$ cat src/rtl/joy_autoread_pkg.sv
// -----------------------------------------------------------------------------
// snes_joy_pkg
//   Shared types and defaults for the console-side joypad auto-read block.
//   - joy_state_t : auto-read sequencer states
//   - NBITS_DEF   : default number of bits shifted per port per read
// -----------------------------------------------------------------------------
package snes_joy_pkg;

  localparam int NBITS_DEF = 16;

  // IDLE hands the port pins to the CPU; the other three states own them.
  typedef enum logic [1:0] {
    ST_IDLE   = 2'd0,
    ST_LATCH  = 2'd1,
    ST_CLK_LO = 2'd2,
    ST_CLK_HI = 2'd3
  } joy_state_t;

endpackage : snes_joy_pkg

$ cat src/rtl/joy_autoread.sv
// -----------------------------------------------------------------------------
// joy_autoread
//   Console-side serial joypad reader. Once per frame (START at vblank, when
//   AUTO_EN is set) it strobes both controller ports, clocks NBITS bits out of
//   each and shifts in both data lines of both ports. The four results are
//   published together at the end of the read so software only ever sees a
//   complete frame. With no read running, the CPU's manual strobe and read
//   clocks pass straight through to the ports.
//
// Ports
//   CLK        : system clock
//   RESET_N    : asynchronous active-low reset
//   ENABLE     : tick qualifier; sequencer timing advances only on ticks
//   AUTO_EN    : auto-read permitted; dropping it aborts a running read
//   START      : one-CLK pulse at vblank start
//   MAN_STRB   : CPU manual latch value
//   MAN_CLK1/2 : CPU manual read clocks (active low)
//   JOY1_DI    : port 1 data, bit0 = D1, bit1 = D2 (1 = pressed)
//   JOY2_DI    : port 2 data, bit0 = D1, bit1 = D2 (1 = pressed)
//   JOY_STRB   : latch to both ports
//   JOY1_CLK   : port 1 clock, idle high
//   JOY2_CLK   : port 2 clock, idle high
//   JOY1_DATA  : result, port 1 D1
//   JOY2_DATA  : result, port 2 D1
//   JOY3_DATA  : result, port 1 D2
//   JOY4_DATA  : result, port 2 D2
//   BUSY       : auto-read in progress
// -----------------------------------------------------------------------------
module joy_autoread
  import snes_joy_pkg::*;
#(
  parameter int NBITS      = NBITS_DEF,
  parameter int STRB_TICKS = 12,
  parameter int HALF_TICKS = 128
) (
  input  logic             CLK,
  input  logic             RESET_N,
  input  logic             ENABLE,
  input  logic             AUTO_EN,
  input  logic             START,
  input  logic             MAN_STRB,
  input  logic             MAN_CLK1,
  input  logic             MAN_CLK2,
  input  logic [1:0]       JOY1_DI,
  input  logic [1:0]       JOY2_DI,
  output logic             JOY_STRB,
  output logic             JOY1_CLK,
  output logic             JOY2_CLK,
  output logic [NBITS-1:0] JOY1_DATA,
  output logic [NBITS-1:0] JOY2_DATA,
  output logic [NBITS-1:0] JOY3_DATA,
  output logic [NBITS-1:0] JOY4_DATA,
  output logic             BUSY
);

  // One tick counter serves both the latch and the clock half-phases, so it
  // is sized for the longer of the two. It restarts on every state entry.
  localparam int TICK_MAX = (STRB_TICKS > HALF_TICKS) ? STRB_TICKS : HALF_TICKS;
  localparam int TW       = (TICK_MAX > 1) ? $clog2(TICK_MAX) : 1;
  localparam int BW       = (NBITS > 1) ? $clog2(NBITS) : 1;
  localparam int NLANES   = 4;

  localparam logic [TW-1:0] STRB_LAST = TW'(STRB_TICKS - 1);
  localparam logic [TW-1:0] HALF_LAST = TW'(HALF_TICKS - 1);
  localparam logic [BW-1:0] BIT_LAST  = BW'(NBITS - 1);

  joy_state_t      state_q, state_d;
  logic [TW-1:0]   tick_q, tick_d;
  logic [BW-1:0]   bit_q, bit_d;

  // Per-cycle strobes from the sequencer to the shift lanes.
  logic            clear_sr;
  logic            sample;
  logic            commit;

  // Lane order matches the result outputs: port1 D1, port2 D1, port1 D2,
  // port2 D2.
  logic [NLANES-1:0]            lane_di;
  logic [NLANES-1:0][NBITS-1:0] lane_data;

  assign lane_di = {JOY2_DI[1], JOY1_DI[1], JOY2_DI[0], JOY1_DI[0]};

  // ---------------------------------------------------------------------------
  // State register
  // ---------------------------------------------------------------------------
  // NOTE: sequential state uses non-blocking assignments so every register
  // samples pre-edge values regardless of process evaluation order.
  always_ff @(posedge CLK or negedge RESET_N) begin
    if (!RESET_N) begin
      state_q <= ST_IDLE;
      tick_q  <= '0;
      bit_q   <= '0;
    end else begin
      state_q <= state_d;
      tick_q  <= tick_d;
      bit_q   <= bit_d;
    end
  end

  // ---------------------------------------------------------------------------
  // Next-state logic
  // ---------------------------------------------------------------------------
  // NOTE: every signal driven here gets a default first; a path that leaves
  // one unassigned would otherwise infer a latch.
  always_comb begin
    state_d  = state_q;
    tick_d   = tick_q;
    bit_d    = bit_q;
    clear_sr = 1'b0;
    sample   = 1'b0;
    commit   = 1'b0;

    unique case (state_q)
      // START is a single-CLK pulse, so it is taken regardless of ENABLE.
      ST_IDLE: begin
        if (START && AUTO_EN) begin
          state_d  = ST_LATCH;
          tick_d   = '0;
          bit_d    = '0;
          clear_sr = 1'b1;
        end
      end

      ST_LATCH: begin
        if (ENABLE) begin
          if (tick_q == STRB_LAST) begin
            state_d = ST_CLK_LO;
            tick_d  = '0;
          end else begin
            tick_d = tick_q + 1'b1;
          end
        end
      end

      // Data is sampled at the very end of the low half, just before the
      // rising edge that moves the devices on to their next bit.
      ST_CLK_LO: begin
        if (ENABLE) begin
          if (tick_q == HALF_LAST) begin
            sample  = 1'b1;
            state_d = ST_CLK_HI;
            tick_d  = '0;
          end else begin
            tick_d = tick_q + 1'b1;
          end
        end
      end

      ST_CLK_HI: begin
        if (ENABLE) begin
          if (tick_q == HALF_LAST) begin
            tick_d = '0;
            if (bit_q == BIT_LAST) begin
              commit  = 1'b1;
              state_d = ST_IDLE;
            end else begin
              bit_d   = bit_q + 1'b1;
              state_d = ST_CLK_LO;
            end
          end else begin
            tick_d = tick_q + 1'b1;
          end
        end
      end

      default: state_d = ST_IDLE;
    endcase

    // Abort overrides everything: the partial read is thrown away and the
    // previously published results stay visible.
    if (state_q != ST_IDLE && !AUTO_EN) begin
      state_d  = ST_IDLE;
      tick_d   = '0;
      bit_d    = '0;
      clear_sr = 1'b1;
      sample   = 1'b0;
      commit   = 1'b0;
    end
  end

  // ---------------------------------------------------------------------------
  // Port pin mux. In IDLE the CPU owns the pins; reset forces IDLE, so the
  // manual values appear on the pins as soon as RESET_N falls.
  // ---------------------------------------------------------------------------
  always_comb begin
    JOY_STRB = MAN_STRB;
    JOY1_CLK = MAN_CLK1;
    JOY2_CLK = MAN_CLK2;

    unique case (state_q)
      ST_IDLE: ;
      ST_LATCH: begin
        JOY_STRB = 1'b1;
        JOY1_CLK = 1'b1;
        JOY2_CLK = 1'b1;
      end
      ST_CLK_LO: begin
        JOY_STRB = 1'b0;
        JOY1_CLK = 1'b0;
        JOY2_CLK = 1'b0;
      end
      ST_CLK_HI: begin
        JOY_STRB = 1'b0;
        JOY1_CLK = 1'b1;
        JOY2_CLK = 1'b1;
      end
      default: ;
    endcase
  end

  assign BUSY = (state_q != ST_IDLE);

  // ---------------------------------------------------------------------------
  // Shift lanes: one shift register and one result register per data line.
  // Bits arrive MSB-first, so the first sampled bit ends in bit NBITS-1.
  // ---------------------------------------------------------------------------
  for (genvar g = 0; g < NLANES; g++) begin : g_lane
    logic [NBITS-1:0] sr_q;
    logic [NBITS-1:0] data_q;

    always_ff @(posedge CLK or negedge RESET_N) begin
      if (!RESET_N) begin
        sr_q   <= '0;
        data_q <= '0;
      end else begin
        if (clear_sr) begin
          sr_q <= '0;
        end else if (sample) begin
          sr_q <= {sr_q[NBITS-2:0], lane_di[g]};
        end
        // The last sample happened in the preceding CLK_LO, so sr_q already
        // holds the complete word when commit fires.
        if (commit) begin
          data_q <= sr_q;
        end
      end
    end

    assign lane_data[g] = data_q;
  end

  assign JOY1_DATA = lane_data[0];
  assign JOY2_DATA = lane_data[1];
  assign JOY3_DATA = lane_data[2];
  assign JOY4_DATA = lane_data[3];

endmodule : joy_autoread

$ cat config.mk
export PLATFORM = sky130hd
export DESIGN_NAME = joy_autoread
export DESIGN_NICKNAME = d
export VERILOG_FILES = /design/src/rtl/joy_autoread_pkg.sv /design/src/rtl/joy_autoread.sv
export SDC_FILE = /design/constraint.sdc
export NUM_CORES = 1
export LEC_CHECK = 0
export BUFFER_PORTS_ARGS = -buffer_cell sky130_fd_sc_hd__buf_2
export CORE_AREA = 2 2 120 122
export CTS_CLUSTER_SIZE = 25
export DETAILED_ROUTE_END_ITERATION = 8
export DIE_AREA = 0 0 122 124
export PLACE_DENSITY_LB_ADDON = 0.12
export SYNTH_ARGS = -nofsm -noshare
export SYNTH_HDL_FRONTEND = slang
export SYNTH_SLANG_ARGS = --single-unit
$ cat constraint.sdc
create_clock -name CLK -period 2.3 [get_ports CLK]
set_input_delay 0.23 -clock CLK [delete_from_list [all_inputs] [get_ports CLK]]
set_output_delay 0.23 -clock CLK [all_outputs]
set_load 0.01 [all_outputs]
Yosys cells after proc, flatten, opt, wreduce, memory -nomap -nowiden

Index checks and enable logic that the tools add are counted.

Bits in registers: 141
Word-level logic and storage cells: 86

$add $sub $neg: 2
Eq/ne operators: 15
Mux-type cells: 46
Reductions and logical operators: 12

Operators with widths:

| cell                  | count |
|---|---|
| $mux W16              | 8 |
| $mux W7               | 6 |
| $ne A3 B3 Y1 const B  | 8 |
| $pmux W7 S3           | 1 |
| $mux W4               | 5 |
| $mux W2               | 9 |
| $mux W1               | 12 |
| $pmux W2 S4           | 1 |
| $pmux W4 S2           | 1 |
| $add A7 B1 Y7 const B | 1 |
| $eq A7 B4 Y1 const B  | 1 |
| $eq A7 B7 Y1 const B  | 1 |
| $reduce_and A7 Y1     | 1 |
| $pmux W1 S2           | 3 |
| $reduce_and A5 Y1     | 1 |
| $add A4 B1 Y4 const B | 1 |
| $eq A2 B2 Y1 const B  | 2 |
| $eq A4 B4 Y1 const B  | 1 |
| $reduce_bool A2 Y1    | 2 |
| $reduce_or A2 Y1      | 2 |
| $ne A3 B1 Y1 const B  | 1 |
| $reduce_and A3 Y1     | 1 |
| $reduce_bool A3 Y1    | 1 |
| $eq A2 B1 Y1 const B  | 1 |
| other kinds (3)       | 4 |

Longest topological paths before layout

Gate-level depths: netlist of run 1.

Depth in word-level cells: 7
Gate-level depth with buffers: 8
Mapped depth without buffers: 5

Worst setup path after synthesis of run 1

OpenSTA, ideal clock, no wires.

Kind: register -> register
From: reg tick_q[0]
To: reg g_lane[0].data_q[0], in the netlist JOY1_DATA[0]
Library setup time: 0.125 ns
Data arrival time: 1.954 ns
Required time: 2.175 ns
Slack: 0.220 ns
Stages on the path, launching flop included: 9
Period minus slack after synthesis: 2.080 ns
Cell sequence: dfrtp_1 > ha_1 > and3_1 > buf_4 > nand3_4 > or3b_1 > buf_6 > buf_12 > mux2_4

Word-level cells in the longest chain between the ends: 5

Ends and longest elaborated chain:

| element                  | line                | RTL |
|---|---|---|
| start: declaration       | joy_autoread.sv:68  | `logic [TW-1:0] tick_q, tick_d;` |
| start signal: assignment | joy_autoread.sv:95  | `tick_q <= tick_d;` |
| $eq A7 B7 Y1             | joy_autoread.sv:151 | `if (tick_q == HALF_LAST) begin` |
| $mux W1                  | joy_autoread.sv:151 |  |
| $mux W1                  | joy_autoread.sv:150 | `if (ENABLE) begin` |
| $mux W1                  | joy_autoread.sv:113 | `unique case (state_q)` |
| $mux W1                  | joy_autoread.sv:171 | `if (state_q != ST_IDLE && !AUTO_EN) begin` |
| end signal: assignment   | joy_autoread.sv:234 | `data_q <= sr_q;` |
| end: declaration         | joy_autoread.sv:219 | `logic [NBITS-1:0] data_q;` |

Every way passes these cells.
A chain may end at the register's enable or synchronous reset.

Final worst setup path of run 1

From: reg tick_q[0]
To: reg g_lane[0].data_q[7], in the netlist JOY1_DATA[7]

The elaborated chain is that of the path after synthesis.

==> impl_metrics.json, run 1 <==
{
  "status": "finished, final reports clean",
  "cts_tree": "yes",
  "synth-seq-area-share_pct": 58.3,
  "crit_path_end": "JOY1_DATA[7]",
  "clkLatencyLatePin_ps": 420,
  "worst-r2r-setup-slack_ps": 240,
  "yosys_warnings": 0,
  "required_ps": 2600,
  "first_global_vias": 3968,
  "max_transition_viols_final": 0,
  "ios": 80,
  "synth-async-reset-ratio_pct": 100,
  "cts.repair_timing.setup_buffer_count": 0,
  "htree_num_levels": 4,
  "routed_wire_length_per_instance_um": 15.2,
  "syn-mean-instance-area_sq_um": 11.9,
  "cts_buffers": 17,
  "cts_num_sinks": 141,
  "setup_tns_ps": 0,
  "multi_input_area_sq_um": 2290,
  "rows": 43,
  "gp_routability_congestion": 0.742,
  "grt_ovf": 0,
  "timing.setup.critical_path_class": "reg2reg",
  "finalWorstPathRequiredPeriod_ps": 2060,
  "chipHeight_um": 124,
  "timing_worst_slew_pin_value_ps": 515,
  "postSynthRegisterBits": 141,
  "core_region_area_sq_um": 13700,
  "timing.final.crit_share_pct": 89.5,
  "synth.top_cells.by_area": "dfrtp_1 (58%), mux2_4 (15%), nand2_1 (8.2%), a21oi_1 (5.7%), buf_12 (2.0%)",
  "die_w_um": 122,
  "max_cap_violations": 0,
  "cellLeakagePower_nw": 3.69,
  "reg_to_reg_end": "JOY1_DATA[7]",
  "power_per_cell_area_nw_per_um2": 826,
  "grt_pass1_wl_mm": 19.9,
  "worstPathMaxFanout": 31,
  "synth_cells": 511,
  "synth_area_sq_um": 6060,
  "starting_density_of_the_core_pct": 44.1,
  "antenna_cells_inserted": 0,
  "min_path_type": "in2reg",
  "final.setup_skew_ps": 7.44,
  "detail_route.wirelength_mm": 12.0,
  "setup.worst_path.start_class": "flop",
  "drive_gt1_share_pct": 33.1,
  "utilization_pct": 52.7,
  "n_fill_cell": 1243,
  "max_freq_ghz": 0.486,
  "post_synth_net_total": 525,
  "preCtsSetupSlack_ps": 243,
  "timing_hold_violations_final": 0,
  "synth_edf_count": 0,
  "port_buffers": 79,
  "synth_top_area_share_pct": 58.3,
  "synth_ff_type": "dfrtp_1",
  "clk_transition_reported_paths_ps": 60,
  "area_growth_pct": 19.4,
  "via_count": 3952,
  "worstSetupEndpointType": "flop",
  "grt_max_degree": 65,
  "final_ws_setup_ps": 241,
  "yosys.cell_count.top_type": "dfrtp_1",
  "yosys-top-cells-count": "dfrtp_1 (141), nand2_1 (133), a21oi_1 (69), mux2_4 (60), clkbuf_1 (20)",
  "final_layout_net_count": 608,
  "grt_use_total_pct": 17.1,
  "detail-route-antenna-nets": 0,
  "firstDrtPassIters": 4,
  "post_drt_via_cell_ratio": 5.02,
  "clock-root-buffer": "clkbuf_16",
  "power.ir.vdd_worst_mv": 0.534,
  "post_cts_sizing": 0,
  "arrival_ps": 2360,
  "setup_viol": 0,
  "drc_errors": 0,
  "synth_top_cell_by_area": "dfrtp_1",
  "number_of_antenna_violations_at_the_first_check_in_global_routing": 0,
  "slew_headroom_pct": 65.4,
  "dr.first_iter.drc_count": 221,
  "die_area_sq_um": 15100,
  "r2r-start": "tick_q[0]",
  "number_of_buffers_on_the_longest_clock_path": 2,
  "dpl.hpwl_mm": 7.61,
  "grt_setup_unrepaired": "false",
  "distinct_cell_type_count_after_synthesis": 49,
  "critPathLaunch": "tick_q[0]",
  "worst_r2r_path_depth": 6,
  "flip_flop_and_latch_area_sq_um": 3530
}
[flip-flops by register name (all words and copies together) (netlist names)]
name	cells
bit_q	4
state_q	2
JOY3_DATA	16
g_lane.sr_q	64
JOY4_DATA	16
JOY2_DATA	16
tick_q	7
JOY1_DATA	16
[layout make-up]
class	instances	share of cell area (%)
clock inverter	11	1.59
clock buffer	21	6.51
timing repair buffer	95	8.12
multi-input combinational	334	31.6
tap	180	3.11
inverter	5	0.260
sequential	141	48.8
[report_power, final]
group | switching, W | internal [W]
Clock | 0.00103 | 0.00167
Sequential | 0.0000446 | 0.00252
Combinational | 0.000450 | 0.000257
Total | 0.00152 | 0.00445
[how the worst min path moves through the flow]
stage / from / endpoint / depth (start not counted)
2_1_floorplan: RESET_N / JOY1_DATA[0] / 0
3_3_place_gp: RESET_N / g_lane[1].sr_q[4] / 1
3_5_place_dp: RESET_N / g_lane[1].sr_q[4] / 1
4_1_cts: JOY2_DI[1] / g_lane[3].sr_q[0] / 3
5_1_grt: JOY1_DI[1] / g_lane[2].sr_q[0] / 3
6_report: JOY2_DI[1] / g_lane[3].sr_q[0] / 3
[layout by cell type, fill, tap and decap left out, types with 2 or more instances in the layout]
cell type	count
dfrtp_1	141
nand2_1	133
buf_2	78
a21oi_1	69
mux2_4	60
clkbuf_16	17
buf_4	10
o21ai_0	9
clkinv_2	6
inv_1	5
nand3_1	5
mux2_2	5
buf_12	5
nor2_1	4
or2_2	3
or3_1	3
nand3b_1	3
clkbuf_8	3
a21o_1	2
and3_1	2
nand2b_1	2
nor4_1	2
a31o_2	2
o31ai_1	2
o211ai_1	2
mux2i_1	2
ha_1	2
bufinv_16	2
[cell families (layout without fill, tap and decap cells)]
family,Yosys count,count (layout),share of synthesized area (%)
AO/OA/AOI/OAI,97,97,9.03
adder cells (fa/ha/maj),2,2,0.413
buffers and inverters,36,132,4.05
flip-flops,141,141,58.3
multiplexers,67,67,16.1
AND/OR/NAND/NOR,168,168,12.1
[per-stage QoR]
stage	hold WS (ps)	cell area, sq um	total power (W)	std cells
finish	39.5	7230	0.00597	787
detailed placement	176	6640	0.00332	754
CTS	26.0	7230	0.00605	787
floorplan	-65.6	6060	0.00303	511
global placement	178	6640	0.00331	754
global route	57.4	7230	0.00622	787
[worst max-delay path: stages (launching register included)]
cell	delay [ps]
dfrtp_1	380
ha_1	180
and3_1	280
nand3_4	120
or3b_4	440
buf_12	210
mux2_4	330
[routing by layer]
layer | track usage (%) | vias to the layer above | part of all wire (%)
met5 | 0 | - | 0
met4 | 8.19 | 0 | 2.2
met3 | 4.53 | 20 | 3.3
met2 | 27.4 | 58 | 48
met1 | 21.8 | 1968 | 46
li1 | - | 1906 | -
[repair_timing]
item	4_1_cts	5_1_grt
hold endpoints to repair	38	0
setup endpoints to repair	0	0
hold buffers	1	0
Note: power is estimated with default switching activity, not from simulation.
==> inputs of run 2 (changes only) <==
==> constraint.sdc (replaced) <==
create_clock -name CLK -period 2.7 [get_ports CLK]
set_input_delay 0 -clock CLK [delete_from_list [all_inputs] [get_ports CLK]]
set_output_delay 0 -clock CLK [all_outputs]
set_load 0.01 [all_outputs]
==> run 2 against run 1 <==
Against the previous run: core utilization grew 0.24 points; clock power is 8.1% lower; critical path type unchanged; sequential cell count unchanged; cell count rose by 0.25%; sequential share of layout area fell by 0.22 points; first-iteration DRC count up 38%; clock skew about the same; register-to-register slack better by 130 ps; sequential power is 14% lower.
==> impl_metrics.json, run 2 (synthesis gave the netlist of run 1 again) <==
{
  "status": "finished, final reports clean",
  "first_global_vias": 3955,
  "chipHeight_um": 124,
  "die_w_um": 122,
  "cts_buffers": 17,
  "max_cap_violations": 0,
  "cts_tree": "yes",
  "grt_setup_unrepaired": "false",
  "starting_density_of_the_core_pct": 44.1,
  "htree_num_levels": 4,
  "timing.final.crit_share_pct": 86.3,
  "timing_worst_slew_pin_value_ps": 726,
  "r2r-start": "tick_q[0]",
  "final_layout_net_count": 610,
  "port_buffers": 79,
  "routed_wire_length_per_instance_um": 15.1,
  "post_cts_sizing": 0,
  "area_growth_pct": 19.9,
  "regMostFlops": "g_lane.sr_q",
  "max_ffs_per_register": 64,
  "post_drt_via_cell_ratio": 4.99,
  "max_transition_viols_final": 0,
  "p_total_w": 0.00523,
  "cts.repair_timing.setup_buffer_count": 0,
  "hold-path-cell-count": 4,
  "power_per_cell_area_nw_per_um2": 720,
  "hp_start": "START",
  "timing.setup.critical_path_class": "reg2reg",
  "placed_cells": 750,
  "clkLatencyLatePin_ps": 420,
  "die_area_sq_um": 15100,
  "min_path_type": "in2reg",
  "clk_transition_reported_paths_ps": 60,
  "timing_hold_violations_final": 0,
  "worst_r2r_path_depth": 6,
  "final.setup_skew_ps": 7.57,
  "dr.first_iter.drc_count": 306,
  "multi_input_area_sq_um": 2290,
  "n_fill_cell": 1271,
  "dpl.hpwl_mm": 7.29,
  "final_common_cell": "dfrtp_1",
  "number_of_buffers_on_the_longest_clock_path": 2,
  "worst-r2r-setup-slack_ps": 370,
  "via_count": 3936,
  "min_to": "bit_q[3]",
  "firstDrtPassIters": 4,
  "post_layout_nonfiller_instances": 789,
  "antenna_cells_inserted": 0,
  "max_freq_ghz": 0.429,
  "arrival_ps": 2630,
  "flip_flop_and_latch_area_sq_um": 3530,
  "mostFrequentLayoutCells": "dfrtp_1 (141), nand2_1 (133), buf_2 (78)",
  "fin_area_sq_um": 7260,
  "grt_max_degree": 74,
  "worstPathMaxFanout": 32,
  "worstSetupEndpointType": "flop",
  "clock-root-buffer": "clkbuf_16",
  "cts_num_sinks": 141,
  "drive_gt1_share_pct": 32.5,
  "core_region_area_sq_um": 13700,
  "reg_to_reg_end": "JOY4_DATA[3]",
  "grt_ovf": 0,
  "detail-route-antenna-nets": 0,
  "power.ir.vdd_worst_mv": 0.374,
  "setup_viol": 0,
  "number_of_antenna_violations_at_the_first_check_in_global_routing": 0,
  "gp_routability_congestion": 0.724,
  "setup.worst_path.start_class": "flop",
  "slew_headroom_pct": 51.6,
  "cts.hold.buffers_added": 7,
  "grt_use_total_pct": 17.3,
  "setup_tns_ps": 0,
  "dpl-instance-area_sq_um": 6560,
  "required_ps": 3000,
  "drc_errors": 0,
  "detail_route.wirelength_mm": 11.9,
  "ios": 80,
  "grt_pass1_wl_mm": 20.2,
  "cellLeakagePower_nw": 3.69,
  "rows": 43,
  "finalWorstPathRequiredPeriod_ps": 2330
}
[run 2: cell count changes in the layout (fill, tap and decap cells not counted), sizes merged]
cell,previous run,this run
clkinv,7,4
clkbuf,21,23
dlygate4sd3,1,7
buf,94,90
bufinv,2,3
[run 2: through the flow]
stage / worst slack [ps] / utilization (%) / hold slack, ps
after detailed placement: 392 / 47.8 / 59.4
after global routing: 214 / 52.9 / 178
after global placement: 439 / 47.8 / 57.9
after floorplan: 620 / - / -296
after CTS: 384 / 52.9 / 125
final: 371 / 52.9 / 135
[run 2: how the worst max path moves through the flow]
| stage | start | to | slack, ps | cells past startpoint |
|---|---|---|---|---|
| 4_1_cts | tick_q[0] | JOY1_DATA[15] | 380 | 6 |
| 3_5_place_dp | tick_q[0] | JOY1_DATA[5] | 390 | 6 |
| 6_report | tick_q[0] | JOY4_DATA[3] | 370 | 6 |
| 3_3_place_gp | tick_q[0] | JOY4_DATA[0] | 440 | 6 |
| 2_1_floorplan | tick_q[0] | JOY1_DATA[0] | 620 | 8 |
| 5_1_grt | tick_q[0] | JOY3_DATA[1] | 210 | 6 |
[run 2: worst max-delay path, cell delays in order, from the launching register on]
cell     delay, ps
dfrtp_1        380
ha_1           290
and3_1         310
nand3_4        120
or3b_4         410
buf_4          320
mux2_4         360
[run 2: final cells by class]
cell class / instances / share of cell area, %
Tap cell: 180 / 3.10
Timing Repair Buffer: 97 / 7.80
Inverter: 5 / 0.258
Multi-Input combinational cell: 334 / 31.5
Sequential cell: 141 / 48.6
Clock buffer: 23 / 6.99
Clock inverter: 9 / 1.79
[run 2: metal layers]
metal	global-route usage (%)	part of all wire [%]	up-vias
li1	-	-	1912
met2	26.4	47	72
met5	0	0	-
met3	4.58	3.7	15
met1	23.4	47	1937
met4	7.54	1.7	0
[run 2: power breakdown]
| group | switching, W | internal, W | total, W | leakage [nW] |
|---|---|---|---|---|
| clock network | 0.000880 | 0.00160 | 0.00248 | 0.316 |
| registers | 0.0000565 | 0.00215 | 0.00220 | 1.97 |
| logic | 0.000357 | 0.000193 | 0.000550 | 1.41 |
| total | 0.00129 | 0.00394 | 0.00523 | 3.69 |
==> inputs of run 3 (changes only) <==
Settings changed: BUFFER_PORTS_ARGS -buffer_cell sky130_fd_sc_hd__buf_2 to -buffer_cell sky130_fd_sc_hd__buf_4, CAP_MARGIN set to 10.
==> run 3 against run 2 <==
Against the previous run: total power decreased by 4.1%; combinational power is 3% higher; cell count decreased by 0.13%; global-route usage fell by 0.064 points; via count increased by 1.4%; sequential cell count unchanged; largest cell class unchanged; highest routed layer unchanged.
==> impl_metrics.json, run 3 (synthesis gave the netlist of run 1 again) <==
{
  "final_common_cell": "dfrtp_1",
  "gp_routability_congestion": 0.737,
  "timing.setup.critical_path_class": "reg2reg",
  "grt_pass1_wl_mm": 20.1,
  "grt_setup_unrepaired": "false",
  "pwr-share-clk_pct": 44.7,
  "grt_ovf": 0,
  "status": "finished, final reports clean",
  "setup_viol": 0,
  "via_count": 3993,
  "setup_tns_ps": 0,
  "cellLeakagePower_nw": 3.65,
  "post_drt_via_cell_ratio": 5.07,
  "first_global_vias": 3981,
  "timing_worst_slew_pin_value_ps": 655,
  "cts_tree": "yes",
  "routed_wire_length_per_instance_um": 15.4,
  "ios": 80,
  "dr.first_iter.drc_count": 275,
  "slew_headroom_pct": 56.3,
  "drc_errors": 0,
  "clock-root-buffer": "clkbuf_16",
  "die_area_sq_um": 15100,
  "power_per_cell_area_nw_per_um2": 680,
  "final.setup_skew_ps": 5.12,
  "max_ffs_per_register": 64,
  "finalWorstPathRequiredPeriod_ps": 2360,
  "utilization_pct": 53.8,
  "port_buffers": 79,
  "timing_hold_violations_final": 0,
  "post_cts_sizing": 0,
  "power_switching_w": 0.00124,
  "cts_num_sinks": 141,
  "max_transition_viols_final": 0,
  "critical_path.max_stage_delay_ps": 410,
  "multi_input_area_sq_um": 2290,
  "arrival_ps": 2640,
  "detail-route-antenna-nets": 0,
  "final_layout_net_count": 610,
  "max_freq_ghz": 0.425,
  "area_growth_pct": 21.8,
  "chipHeight_um": 124,
  "core_region_area_sq_um": 13700,
  "number_of_buffers_on_the_longest_clock_path": 2,
  "seq_power_share_pct": 43.9,
  "worstSetupEndpointType": "flop",
  "power_report.internal_total_w": 0.00378,
  "dpl.hpwl_mm": 7.71,
  "grt_use_total_pct": 17.2,
  "max_cap_violations": 0,
  "cp_cell_sequence": "ha_1, and3_1, nand3_4, or3b_4, buf_4, mux2_4",
  "clkLatencyLatePin_ps": 410,
  "htree_num_levels": 4,
  "worstPathMaxFanout": 35,
  "power.switching_fraction_pct": 24.7,
  "clk_transition_reported_paths_ps": 50,
  "n_fill_cell": 1196,
  "die_w_um": 122,
  "timing.final.crit_share_pct": 87.2,
  "antenna_cells_inserted": 0,
  "firstDrtPassIters": 4,
  "required_ps": 2990,
  "flip_flop_and_latch_area_sq_um": 3530,
  "rows": 43,
  "mostFrequentLayoutCells": "dfrtp_1 (141), nand2_1 (133), buf_4 (90)",
  "starting_density_of_the_core_pct": 44.1,
  "power.ir.vdd_worst_mv": 0.427,
  "worst_hold_slack_ps": 12.3,
  "detail_route.wirelength_mm": 12.1,
  "p_comb_share_pct": 11.3,
  "min_path_type": "in2reg",
  "slowest_stage": "or3b_4",
  "number_of_antenna_violations_at_the_first_check_in_global_routing": 0,
  "regMostFlops": "g_lane.sr_q",
  "p_total_w": 0.00502,
  "cts_buffers": 17,
  "setup.worst_path.start_class": "flop",
  "grt_max_degree": 74,
  "drive_gt1_share_pct": 31.7
}
## run 3: routing by layer
layer	global-route usage, %	vias to the layer above	routed length [um]
met2	27.1	66	5940
met1	23.5	2000	5660
met3	3.71	17	346
li1	-	1910	-
met5	0	-	0
met4	6.82	0	201
## run 3: layout make-up
cell class,instances,share of cell area (%)
clock buffers,25,6.58
clock inverters,6,1.15
inverters,5,0.254
multi-input cells,334,31.0
flip-flops and latches,141,47.8
well taps,180,3.05
repair buffers,97,10.1
## run 3: power groups by stage
stage,logic [W],clock network (W),registers (W)
6_report,0.000569,0.00225,0.00220
5_1_grt,0.000637,0.00240,0.00221
4_1_cts,0.000578,0.00230,0.00220
3_5_place_dp,0.000566,0,0.00224
3_3_place_gp,0.000552,0,0.00224
2_1_floorplan,0.000366,0,0.00221
## run 3: final timing paths
kind,start,slack [ps],endpoint,depth (start not counted)
min reg2reg,g_lane[3].sr_q[15],490,JOY4_DATA[15],1
min,ENABLE,10,bit_q[3],4
max reg2reg,tick_q[0],340,JOY1_DATA[0],6
max,tick_q[0],340,JOY1_DATA[0],6
max in group asynchronous,RESET_N,1700,g_lane[1].sr_q[15],3
min in group asynchronous,RESET_N,160,g_lane[1].sr_q[1],2
## run 3: metrics by stage
step	area, sq um	cells	setup WS [ps]
2_1_floorplan	6060	511	620
3_3_place_gp	6750	751	445
3_5_place_dp	6750	751	362
4_1_cts	7380	788	360
5_1_grt	7380	788	206
6_report	7380	788	345
## run 3: repair_timing
item,CTS,global route
hold endpoints to repair,75,0
hold buffers,6,0
setup buffers,0,0
## run 3: critical path, delay by kind of cell, from the launching register on
family	cells	cell delay, ps
adders and majority gates	1	290
buffers and inverters	1	330
DFF	1	380
muxes	1	370
and+or+nand+nor	3	830
